[src/rtl/addr_result_queue.sv]
// addr_result_queue: small circular FIFO that buffers issue-stage adder
// results until the common data bus arbiter grants the head entry.
// Optional feature: define ADDR_RESULT_QUEUE_STALL_CNT_EN to build a 32-bit
// counter of cycles in which the head entry requested the CDB but was refused.
// Without the macro, stall_count is tied to zero and no counter is built.
module addr_result_queue #(
  parameter int DEPTH = 4,
  parameter int TAG_W = 6,
  parameter int ROB_W = 5
) (
  input  logic                     clock,
  input  logic                     reset,
  input  logic                     in_valid,
  input  logic [31:0]              in_result,
  input  logic [TAG_W-1:0]         in_dest_tag,
  input  logic [ROB_W-1:0]         in_rob_idx,
  output logic                     in_ready,
  input  logic                     squash,
  input  logic                     cdb_grant,
  output logic                     cdb_req,
  output logic [31:0]              cdb_result,
  output logic [TAG_W-1:0]         cdb_tag,
  output logic [ROB_W-1:0]         cdb_rob_idx,
  output logic [$clog2(DEPTH):0]   occupancy,
  output logic [31:0]              stall_count
);

  localparam int PTR_W = $clog2(DEPTH);
  localparam int CNT_W = PTR_W + 1;
  localparam int ENT_W = 32 + TAG_W + ROB_W;

  // Entry storage; contents are meaningless unless covered by r_count,
  // so it carries no reset.
  logic [ENT_W-1:0] r_mem [DEPTH];

  logic [PTR_W-1:0] r_head;
  logic [PTR_W-1:0] r_tail;
  logic [CNT_W-1:0] r_count;

  logic             w_enq;
  logic             w_deq;
  logic [ENT_W-1:0] w_head_ent;

  // Ready comes only from the count register, so a grant can never ripple
  // combinationally back into the issue stage.
  assign in_ready = (r_count < CNT_W'(DEPTH));
  assign cdb_req  = (r_count != '0);
  assign occupancy = r_count;

  assign w_enq = in_valid && in_ready;
  assign w_deq = cdb_req && cdb_grant;

  assign w_head_ent = r_mem[r_head];

  // Pointer and count update; squash empties the queue and wins over any
  // same-cycle enqueue or dequeue. DEPTH is a power of two, so the pointers
  // wrap naturally.
  always_ff @(posedge clock or negedge reset) begin
    if (!reset) begin
      r_head  <= '0;
      r_tail  <= '0;
      r_count <= '0;
    end else if (squash) begin
      r_head  <= '0;
      r_tail  <= '0;
      r_count <= '0;
    end else begin
      if (w_enq) begin
        r_tail <= r_tail + PTR_W'(1);
      end
      if (w_deq) begin
        r_head <= r_head + PTR_W'(1);
      end
      case ({w_enq, w_deq})
        2'b10:   r_count <= r_count + CNT_W'(1);
        2'b01:   r_count <= r_count - CNT_W'(1);
        default: r_count <= r_count;
      endcase
    end
  end

  // Write the accepted entry at the tail slot.
  always_ff @(posedge clock) begin
    if (w_enq) begin
      r_mem[r_tail] <= {in_result, in_dest_tag, in_rob_idx};
    end
  end

  // Head fields are presented only while an entry is valid; zero otherwise.
  always_comb begin
    cdb_result  = '0;
    cdb_tag     = '0;
    cdb_rob_idx = '0;
    if (cdb_req) begin
      cdb_result  = w_head_ent[ENT_W-1 -: 32];
      cdb_tag     = w_head_ent[ROB_W +: TAG_W];
      cdb_rob_idx = w_head_ent[ROB_W-1:0];
    end
  end

`ifdef ADDR_RESULT_QUEUE_STALL_CNT_EN
  logic [31:0] r_stall_cnt;

  // Count cycles where the head entry waits on the arbiter; squash leaves it.
  always_ff @(posedge clock or negedge reset) begin
    if (!reset) begin
      r_stall_cnt <= '0;
    end else if (cdb_req && !cdb_grant) begin
      r_stall_cnt <= r_stall_cnt + 32'd1;
    end
  end

  assign stall_count = r_stall_cnt;
`else
  assign stall_count = '0;
`endif

endmodule
[config.mk]
export PLATFORM = sky130hd
export DESIGN_NAME = addr_result_queue
export DESIGN_NICKNAME = d
export VERILOG_FILES = /design/src/rtl/addr_result_queue.sv
export SDC_FILE = /design/constraint.sdc
export NUM_CORES = 1
export LEC_CHECK = 0
export BUFFER_PORTS_ARGS = -buffer_cell sky130_fd_sc_hd__clkbuf_2
export CORE_ASPECT_RATIO = 1.75
export CORE_UTILIZATION = 47
export DETAILED_ROUTE_END_ITERATION = 12
export PLACE_DENSITY = 0.68
export SLEW_MARGIN = 10
export SYNTH_ARGS = -nofsm -noshare
export SYNTH_HDL_FRONTEND = slang
export SYNTH_SLANG_ARGS = --single-unit
[constraint.sdc]
create_clock -name clock -period 2.7 [get_ports clock]
set_input_delay 0.54 -clock clock [delete_from_list [all_inputs] [get_ports clock]]
set_output_delay 0.54 -clock clock [all_outputs]
set_load 0.03 [all_outputs]
After elaboration in Yosys (flattened, before gate mapping)
Memories as Yosys holds them, arrays and structs flattened.
Cells that the tools add are included.

cells by class
  magnitude comparators = 1
  reduce and logical (&&, ||, !) cells = 6
  equality and inequality tests = 2
  add/sub/neg operators = 4
  multiplexer cells = 11

operators with widths
  kind                 number
  $mux 32              1
  $mux 2               4
  $mux 6               1
  $pmux 3 s2           1
  $reduce_bool 3->1    2
  $mux 5               1
  $add 2x1->2 const B  2
  $reduce_bool 2->1    2
  $add 3x1->3 const B  1
  $lt 3x3->1 const B   1
  $mux 3               1
  $sub 3x1->3 const B  1
  $eq 2x1->1 const B   1
  $eq 2x2->1 const B   1
  $logic_and 1x1->1    2
  $mux 1               2

word-level totals
  bits of input ports = 48
  memories kept = 1
  register bits after elaboration = 7
  logic and storage cells = 28
  output and inout bits = 80
  RAM bits = 172

memories
  memory  depth  width  read ports  clocked after Yosys merged registers in  write ports  RTL line  text
  r_mem   4      43     1           0                                        1            34        logic [ENT_W-1:0] r_mem [DEPTH];

Depth between registers and ports, before layout
  depth in word-level cells = 5
  gate-level depth with buffers = 10
  depth with buffers taken out = 8

Worst setup path before layout
No wires, ideal clock.

  path kind = register to register
  from = register r_count[2], in the netlist occupancy[2]
  to = memory r_mem[0][0] in the netlist's numbering (enable)
  required time = 2295 ps
  arrival = 2050 ps
  library setup time = 405 ps
  clock period less this slack = 2455 ps
  stages on the path, launching flop included = 4
  setup slack = 245 ps
  buffers on the path = 1
  cell sequence = dfrtp_1 and2b_1 buf_2 and2_1

on the way
  word-level cells in the longest chain between the ends = 4

ends and longest elaborated chain
  element                       RTL line  text
  from (decl)                   38        logic [CNT_W-1:0] r_count;
  from (signal assigned)        75        2'b10: r_count <= r_count + CNT_W'(1);
  from (signal assigned)        76        2'b01: r_count <= r_count - CNT_W'(1);
  from (signal assigned)        77        default: r_count <= r_count;
  $lt 3x3->1                    46        assign in_ready = (r_count < CNT_W'(DEPTH));
  $logic_and 1x1->1             50        assign w_enq = in_valid && in_ready;
  $mux 1                        84        if (w_enq) begin
  $mux 1 (not written as such)  85        r_mem[r_tail] <= {in_result, in_dest_tag, in_rob_idx};
  to (decl)                     34

No other way between the ends.

Worst setup path after layout
  from = register r_head[0]
  to = output cdb_result[31]

on the way
  word-level cells in the longest chain between the ends = 2

ends and longest elaborated chain
  element                 RTL line  text
  from (decl)             36        logic [PTR_W-1:0] r_head;
  from (signal assigned)  72        r_head <= r_head + PTR_W'(1);
  $mem_v2 4x43            --
  $mux 32                 94        if (cdb_req) begin
  to (decl)               21        output logic [31:0] cdb_result,

No other way between the ends.

==> results.md <==
* Status: complete, but fails checks
* Failing checks: DRC
* Leak Pwr at roughly 3 nW
* Detailed Routing Iterations Pass 1 at 9
* Grt total ovfl at 0
* Bufs on Longest Clock Path at 2
* Worst Hold End: r_mem[1][3]
* Crit path cell chain: buf_16, mux4_1, and2_1, clkbuf_2
* Seq/Total Area, Yosys at 0.730
* Final core utilization at 0.557
* Post-route ant nets at 0
* Via density at 5.29
* PD cells at ~860 nW/um^2
* TritonCTS clock tree: done
* Crit path buf inv count at 2
* Critical Path AT at a little over 2 ns
* Synth cell types at 30
* HP Start: in_rob_idx[3]
* Initial DRC count at ~190
* Core area at approximately 15000 sq um
* R2r endpoint: occupancy[2]
* Async set-reset flop share out of synthesis at 0.0391
* Placed inst area at 7900 sq um
* Area growth syn-to-layout at 16.7%
* Post-DR wirelength/cell at around 20 microns
* Vias in the first global route at approximately 3600
* CP endpoint kind: output pin
* Reg2reg start: occupancy[0]
* Worst Path Max Fanout at 23
* Max_cap viols at 0
* Die Wd at between 90 and 100 microns
* Vias after detailed routing at 3560
* Fmax at just under 0.4 GHz
* Initial antenna violation count at 1
* Clock transition at the registers of the reported paths at 0.07 ns
* Detail Placement HPWL at 8280 microns
* WHS Path Cells at 1
* Root buf cell: clkbuf_16
* GRT Total Usage at 0.180
* HP Class: in2reg
* Setup Total Neg Slack at 0 ns
* Post-Route WL at about 13000 microns
* Reg2Reg Depth at 8
* Top FF cell, synth: edfxtp_1
* Netlist Area Pre-Place at about 7300 sq um
* Final net count at 526
* Number of hold violations in the final report at 0
* Crit share post-route at 0.962
* Largest net degree at the start of global routing at 35
* Flops & latches, synth at between 150 and 200
* Syn Area/Cell at roughly 20 sq um
* Final Setup Violations at 0
* TritonCTS Buffers at 17
* Clk sinks at ~180
* Std cell rows at 60
* Min cycle time layout at between 2 and 3 ns
* Number of synthesized flops with an enable pin at 172
* Routability cong. at roughly 0.76
* Port bufs at between 90 and 100
* Worst-Skew Late Latency at between 0.4 and 0.5 ns
* Critical path depth in cells at 4
* Top Ports at ~130
* Worst Clk Skew at around 0.015 ns
* Die area at around 16000 sq um
* Worst Setup Path Type: reg2out
* Yosys warning count at 0
* Syn Inst Count at around 370
* Hold Slack at between 0.3 and 0.4 ns
* Crit-path leading delay family: multiplexers
* First-pass GRT wire length at 20300 microns
* Crit path from: r_head[0]
* Final design area excluding fillers at approximately 8500 sq um
* Worst Path Required at approximately 2.2 ns
* Max VDD drop at roughly 0.48 mV
* Fin. max-slew vios at 0
* H-tree depth at 4
* Unrepaired setup endpoints after global routing: false
* Worst path max stage delay at 0.59 ns
* Startpoint types: flip-flop
* R2r setup slk at ~0.52 ns
* Initial Utilization at 0.477
* Die span in y at roughly 170 microns
* Proportion of layout cells with a drive suffix above 1 at 0.385
* CP max-delay cell: mux4_1
* DRC viols at 1
[power breakdown]
part	switching [mW]	total [mW]	internal [mW]
clock network	1.10	2.42	1.32
registers	0.0673	3.31	3.24
logic	1.01	1.61	0.600
[metrics by stage]
stage                     instances  total power [mW]  setup WS (ns)
after floorplan                 396              4.58          0.245
after global placement          638              4.94          0.420
after detailed placement        638              4.97          0.405
after CTS                       672              7.41         0.0236
after global routing            673              7.64        0.00765
final                           673              7.34          0.103
[logic make-up after synthesis]
kind of cell    after synthesis  synth area share
fa+ha+maj                     5           0.00958
xor+xnor                      5           0.00599
simple gates                 67            0.0529
flops                       179             0.730
buf+inv                      54            0.0568
other cells                   1          0.000513
compound gates               11           0.00873
mux                          43             0.135
[cell type report]
class	instances	area (sq um)
fill	1181	6780
sequential	179	5350
multi-input combinational	163	1680
timing repair buffer	109	673
clock buffer	17	425
tap	186	233
clock inverter	15	164
inverter	3	11.3
antenna	1	2.50
[cell usage in the layout, fill, tap and decap left out, drive strengths merged, types with 7 or more instances in the layout]
cell type	n
dfrtp	7
mux4	43
conb	32
nor2	9
buf	13
clkbuf	112
inv	12
edfxtp	172
and2	47
[how the worst max path moves through the flow]
| stage | slack (ns) | endpoint |
|---|---|---|
| 5_1_grt | 0.008 | cdb_rob_idx[4] |
| 2_1_floorplan | 0.25 | r_mem[0][0] |
| 4_1_cts | 0.02 | cdb_result[24] |
| 3_5_place_dp | 0.41 | cdb_result[31] |
| 3_3_place_gp | 0.42 | cdb_rob_idx[4] |
| 6_report | 0.10 | cdb_result[31] |
[per-layer routing]
metal / GRT usage / share of wire / wire, microns
met2: 0.307 / 0.54 / 7300
met1: 0.207 / 0.39 / 5210
met4: 0.0850 / 0.029 / 390
met3: 0.0461 / 0.040 / 537
met5: 0 / 0 / 0
[registers in the layout (all words and copies together), names as in the netlist]
| register | cells |
|---|---|
| r_mem | 172 |
| occupancy | 3 |
| r_head | 2 |
| r_tail | 2 |
[worst reg2reg max path: stages (launching register included)]
cell	delay (ns)
dfrtp_2	0.48
or3_2	0.50
nand2_1	0.12
nor2_1	0.07
fa_1	0.40
nand2b_1	0.17
nor4_1	0.17
a21oi_1	0.06
a21oi_1	0.14
[timing repair]
item / in CTS / in global routing
buffers inserted: 0 / 0
hold buffers: 1 / 0
resized for setup: 1 / 3
setup endpoints to repair: 3 / 24
hold endpoints to repair: 7 / 0
gates cloned: 1 / 0
[synthesized netlist by cell type, types with 2 or more instances]
| master | count | area, sq um |
|---|---|---|
| ha_1 | 4 | 50.1 |
| xor2_1 | 2 | 17.5 |
| nand3_1 | 3 | 15.0 |
| o21ai_0 | 4 | 20.0 |
| buf_2 | 9 | 45.0 |
| clkbuf_1 | 2 | 7.51 |
| or3_1 | 2 | 12.5 |
| xnor2_1 | 3 | 26.3 |
| dfrtp_1 | 7 | 175 |
| mux4_2 | 38 | 856 |
| inv_1 | 3 | 11.3 |
| nand2_1 | 3 | 11.3 |
| nor2_1 | 9 | 33.8 |
| buf_4 | 32 | 240 |
| edfxtp_1 | 172 | 5160 |
| and2_1 | 47 | 294 |
| buf_12 | 4 | 80.1 |
| buf_6 | 2 | 22.5 |
| a21oi_1 | 4 | 20.0 |
| mux4_1 | 5 | 131 |
(Power assumes the default switching activity.)
